[src/rtl/signal_period_analyzer.sv]
// Recovers period and peak levels of an 8-bit sample stream from
// rising midscale crossings with a hysteresis band.
module signal_period_analyzer #(
  parameter int unsigned MAX_PERIOD = 65536,
  parameter logic [7:0]  MIDSCALE   = 8'd128
) (
  input  logic        clk,
  input  logic        rst,
  input  logic        sample_valid,
  input  logic [7:0]  sample,
  input  logic [7:0]  hysteresis,
  output logic [31:0] period,
  output logic [7:0]  peak_max,
  output logic [7:0]  peak_min,
  output logic        result_valid,
  output logic        timeout,
  output logic        locked
);

  typedef enum logic [1:0] {
    ARM_LOW   = 2'd0,
    ARM_HIGH  = 2'd1,
    MEAS_LOW  = 2'd2,
    MEAS_HIGH = 2'd3
  } state_e;

  localparam logic [31:0] CNT_LAST = 32'(MAX_PERIOD - 1);

  state_e      state_q, state_d;
  logic [31:0] cnt_q, cnt_d;
  logic [7:0]  run_max_q, run_max_d;
  logic [7:0]  run_min_q, run_min_d;
  logic [31:0] period_q, period_d;
  logic [7:0]  pmax_q, pmax_d;
  logic [7:0]  pmin_q, pmin_d;
  logic        rv_q, rv_d;
  logic        to_q, to_d;
  logic        locked_q, locked_d;

  logic [7:0] h;
  logic [8:0] hi_sum;
  logic [7:0] hi_th;
  logic [7:0] lo_th;
  logic       is_low;
  logic       is_high;
  logic [7:0] nmax;
  logic [7:0] nmin;

  assign h      = hysteresis[7] ? 8'd127 : hysteresis;
  assign hi_sum = {1'b0, MIDSCALE} + {1'b0, h};
  assign hi_th  = hi_sum[8] ? 8'd255 : hi_sum[7:0];
  assign lo_th  = (MIDSCALE >= h) ? (MIDSCALE - h) : 8'd0;

  assign is_low  = sample < lo_th;
  assign is_high = sample >= hi_th;
  assign nmax    = (sample > run_max_q) ? sample : run_max_q;
  assign nmin    = (sample < run_min_q) ? sample : run_min_q;

  always_comb begin
    state_d   = state_q;
    cnt_d     = cnt_q;
    run_max_d = run_max_q;
    run_min_d = run_min_q;
    period_d  = period_q;
    pmax_d    = pmax_q;
    pmin_d    = pmin_q;
    rv_d      = 1'b0;
    to_d      = 1'b0;
    locked_d  = locked_q;
    if (sample_valid) begin
      unique case (state_q)
        ARM_LOW: begin
          if (is_low) state_d = ARM_HIGH;
        end
        ARM_HIGH: begin
          if (is_high) begin
            cnt_d     = '0;
            run_max_d = sample;
            run_min_d = sample;
            state_d   = MEAS_LOW;
          end
        end
        MEAS_LOW, MEAS_HIGH: begin
          if (state_q == MEAS_HIGH && is_high) begin
            period_d  = cnt_q + 32'd1;
            pmax_d    = run_max_q;
            pmin_d    = run_min_q;
            rv_d      = 1'b1;
            locked_d  = 1'b1;
            cnt_d     = '0;
            run_max_d = sample;
            run_min_d = sample;
            state_d   = MEAS_LOW;
          end else if (cnt_q == CNT_LAST) begin
            to_d     = 1'b1;
            locked_d = 1'b0;
            cnt_d    = '0;
            state_d  = ARM_LOW;
          end else begin
            cnt_d     = cnt_q + 32'd1;
            run_max_d = nmax;
            run_min_d = nmin;
            if (state_q == MEAS_LOW && is_low) state_d = MEAS_HIGH;
          end
        end
        default: state_d = ARM_LOW;
      endcase
    end
  end

  always_ff @(posedge clk) begin
    if (rst) begin
      state_q   <= ARM_LOW;
      cnt_q     <= '0;
      run_max_q <= 8'd0;
      run_min_q <= 8'd255;
      period_q  <= '0;
      pmax_q    <= '0;
      pmin_q    <= '0;
      rv_q      <= 1'b0;
      to_q      <= 1'b0;
      locked_q  <= 1'b0;
    end else begin
      state_q   <= state_d;
      cnt_q     <= cnt_d;
      run_max_q <= run_max_d;
      run_min_q <= run_min_d;
      period_q  <= period_d;
      pmax_q    <= pmax_d;
      pmin_q    <= pmin_d;
      rv_q      <= rv_d;
      to_q      <= to_d;
      locked_q  <= locked_d;
    end
  end

  assign period       = period_q;
  assign peak_max     = pmax_q;
  assign peak_min     = pmin_q;
  assign result_valid = rv_q;
  assign timeout      = to_q;
  assign locked       = locked_q;

endmodule
[config.mk]
export PLATFORM = sky130hd
export DESIGN_NAME = signal_period_analyzer
export DESIGN_NICKNAME = d
export VERILOG_FILES = /design/src/rtl/signal_period_analyzer.sv
export SDC_FILE = /design/constraint.sdc
export NUM_CORES = 1
export LEC_CHECK = 0
export ABC_AREA = 1
export BUFFER_PORTS_ARGS = -buffer_cell sky130_fd_sc_hd__buf_2
export CORE_MARGIN = 3
export CORE_UTILIZATION = 43
export CTS_CLUSTER_DIAMETER = 120
export DETAILED_ROUTE_END_ITERATION = 7
export SLEW_MARGIN = 5
export SYNTH_ARGS = -nofsm -noshare
export SYNTH_HDL_FRONTEND = slang
export SYNTH_SLANG_ARGS = --single-unit
[constraint.sdc]
create_clock -name clk -period 2.75 [get_ports clk]
set_input_delay 0.4125 -clock clk [delete_from_list [all_inputs] [get_ports clk]]
set_output_delay 0.4125 -clock clk [all_outputs]
set_load 0.02 [all_outputs]
==> run metrics <==
# DRC 0; gr ovfl total 0; CP Data Arrival Time 2.69 ns; Placement Setup Slack -0.08739 ns; fin nets 868; most numerous cell in the Yosys netlist nor2_1; routed wire length per instance 15.45 µm; clock buffer depth 2; final hold vios 0; CTS Hold Buffers Added 0; initial antenna violation count 0; Starting Density 44.89%; Syn Inst Count 758; first-pass GRT wire length 25160 µm; Req. time, crit path 2.99 ns; clock network latency to the later pin of the worst-skew pair 0.35 ns; post-synthesis cell type count 40; clock skew 0.01403 ns; final setup margin 0.2998 ns; # setup viols final 0; CP Capture Type flip-flop; Post-synth EDFFs 0; Synth area leaders dfxtp_1, o21ai_0, nor2_1, nand2_1, a21oi_1; Yosys reg bits 101; CTS buffer count 9; Antenna diodes 0; H-tree levels 3; die area 0.01414 mm²; PortBufs 69; Max rail drop VDD 0.0003959 V; max cap viols 0; num rows 40; DR iter-0 viols 340; area grow syn2layout 15.20%; routed wire length 15360 µm; Setup crit start kind input pin; Least-Margin Pin Slew 0.4247 ns; RSZ-0062 raised after global routing false; num ports 70; status finished clean; largest net degree at the start of global routing 88; vias in the first global route 5029; Top FF cell, synth dfxtp_1; critical-path cell list buf_2 > nor2_1 > inv_1 > nor2_1 > inv_1 > nor2_1 > nand2_1 > nor2_1 > inv_1 > nor2_1 > nand2_1 > ha_1 > inv_1 > nor3_1 > nand2_1 > and2_1 > nor2_1 > nor2_1 > o21ai_1 > and2_1 > nor2_1; fin util 51.71%; Synth Area per Inst 7.232 µm²; drt first pass iters 5; Die W 118.9 µm; setup repair bufs after CTS 0; Synthesized Nets 805; TritonCTS clock tree yes; Post-Syn Area 0.005482 mm²; Total GRT Usage 21.89%; Slowest cell on crit path ha_1; critical-path maximum fanout 2; Core Area 0.01221 mm²; Final Max Tran Viols 0; CTS Sinks 101; Filler Cells Inserted 1236; die height 118.9 µm; worst hold path type in -> reg; CP max stage delay 0.30 ns; Synth area leader dfxtp_1; Antenna Violating Nets Remaining 0; asr flop ratio synth 0%; PD cells 592.5 mW/mm²; Synth top cells by count nor2_1, nand2_1, dfxtp_1; share of cells above drive strength 1 16.83%; GP Congestion 0.9140; Clock Tree Root clkbuf_16; Pleak 2.983 nW; max_slew headroom 71.47%; Worst Setup Path Type in -> reg; post-DR vias/cell 5.242; yosys warns 0; top-area cell type share of the netlist area 36.89%; Vias 5211; Post-DP HPWL 11410 µm; Tcrit/Tclk final 89.10%; Worst-path clk slew 0.07 ns; minimum clock period 2.450 ns; Top cell by count, worst path nor2_1; Peak Freq 408.1 MHz; sequential share of the synthesized area 36.89%
==> timing repair <==
action,in CTS,in global routing
gates resized for setup,0,1
endpoints found under the setup margin,0,1
hold endpoints to repair,0,0
==> registers in the layout (all words and copies together) (netlist names) <==
signal and flops:
period 32, cnt_q 32, run_max_q 8, peak_min 8, timeout 1, run_min_q 8, state_q 2, peak_max 8
result_valid 1, locked 1
==> layer usage <==
metal | GRT usage (%) | vias up | part of all wire, %
met1 | 27.75 | 2415 | 46
met4 | 10.21 | 0 | 4.1
met5 | 0 | - | 0
li1 | - | 2635 | -
met3 | 4.321 | 34 | 4.3
met2 | 35.84 | 127 | 46
==> through the flow <==
stage	power [W]	hold WS (ns)	cells	setup TNS, ns	instance area [µm²]
6_report	0.003742	0.2963	994	0	6315
5_1_grt	0.003941	0.3275	994	0	6315
4_1_cts	0.003768	0.2832	994	0	6315
3_5_place_dp	0.002480	0.4570	978	-0.1069	6022
3_3_place_gp	0.002457	0.4528	978	0	6022
2_1_floorplan	0.002256	0.4421	758	0	5482
==> power by group <==
group	internal, W	switching (W)	total (W)
clock	0.000714	0.000574	0.00129
sequential	0.00157	0.000121	0.00169
combinational	0.000270	0.000491	0.000761
==> final timing paths <==
path,start,end,slack (ns),depth (start not counted)
worst max-delay path,hysteresis[7],state_q[0]$_SDFFE_PP0P_,0.30,21
worst min-delay path,rst,locked$_SDFFE_PP0P_,0.30,2
worst max register to register,cnt_q[0]$_SDFFE_PP0P_,run_max_q[5]$_SDFFE_PP0P_,0.38,12
worst min register to register,run_min_q[4]$_SDFFE_PP1P_,run_min_q[4]$_SDFFE_PP1P_,0.47,2
==> logic make-up after synthesis <==
family | share of synthesized area [%]
AOI/OAI and AO/OA | 16.12
xor gates and xnor gates | 4.474
adders and majority gates | 6.391
buffers and inverters | 8.514
DFF | 36.89
and+or+nand+nor | 27.62
==> area by class of cell <==
type / count / area [µm²] / share of cell area, %
clock buffers: 12 / 236.5 / 3.745
repair buffers: 90 / 540.5 / 8.560
inverters: 67 / 251.5 / 3.983
flip-flops and latches: 101 / 2022 / 32.02
multi-input cells: 552 / 2998 / 47.47
well taps: 168 / 210.2 / 3.329
clock inverters: 4 / 56.30 / 0.8916
==> layout by cell type, fill, tap and decap left out, drive strengths merged, types with 2 or more instances in the layout <==
master | synthesis | routed
nor2 | 128 | 128
nand2 | 115 | 115
dfxtp | 101 | 101
buf | 22 | 90
o21ai | 88 | 88
a21oi | 78 | 78
inv | 67 | 68
nand3 | 31 | 31
ha | 28 | 28
xor2 | 21 | 21
nand4 | 18 | 18
nor3 | 15 | 15
clkbuf | 16 | 12
xnor2 | 7 | 7
nor4 | 5 | 5
nand3b | 4 | 4
and2 | 2 | 2
and3 | 2 | 2
a21o | 2 | 2
or2 | 2 | 2
clkinv | 0 | 2
==> worst max-delay path, delay by kind of cell <==
| kind | cells | cell delay (ns) |
|---|---|---|
| adders and majority gates | 1 | 0.30 |
| and+or+nand+nor | 14 | 1.54 |
| buffers and inverters | 5 | 0.33 |
| AOI/OAI and AO/OA | 1 | 0.09 |
Note: power is estimated with default switching activity, not from simulation.
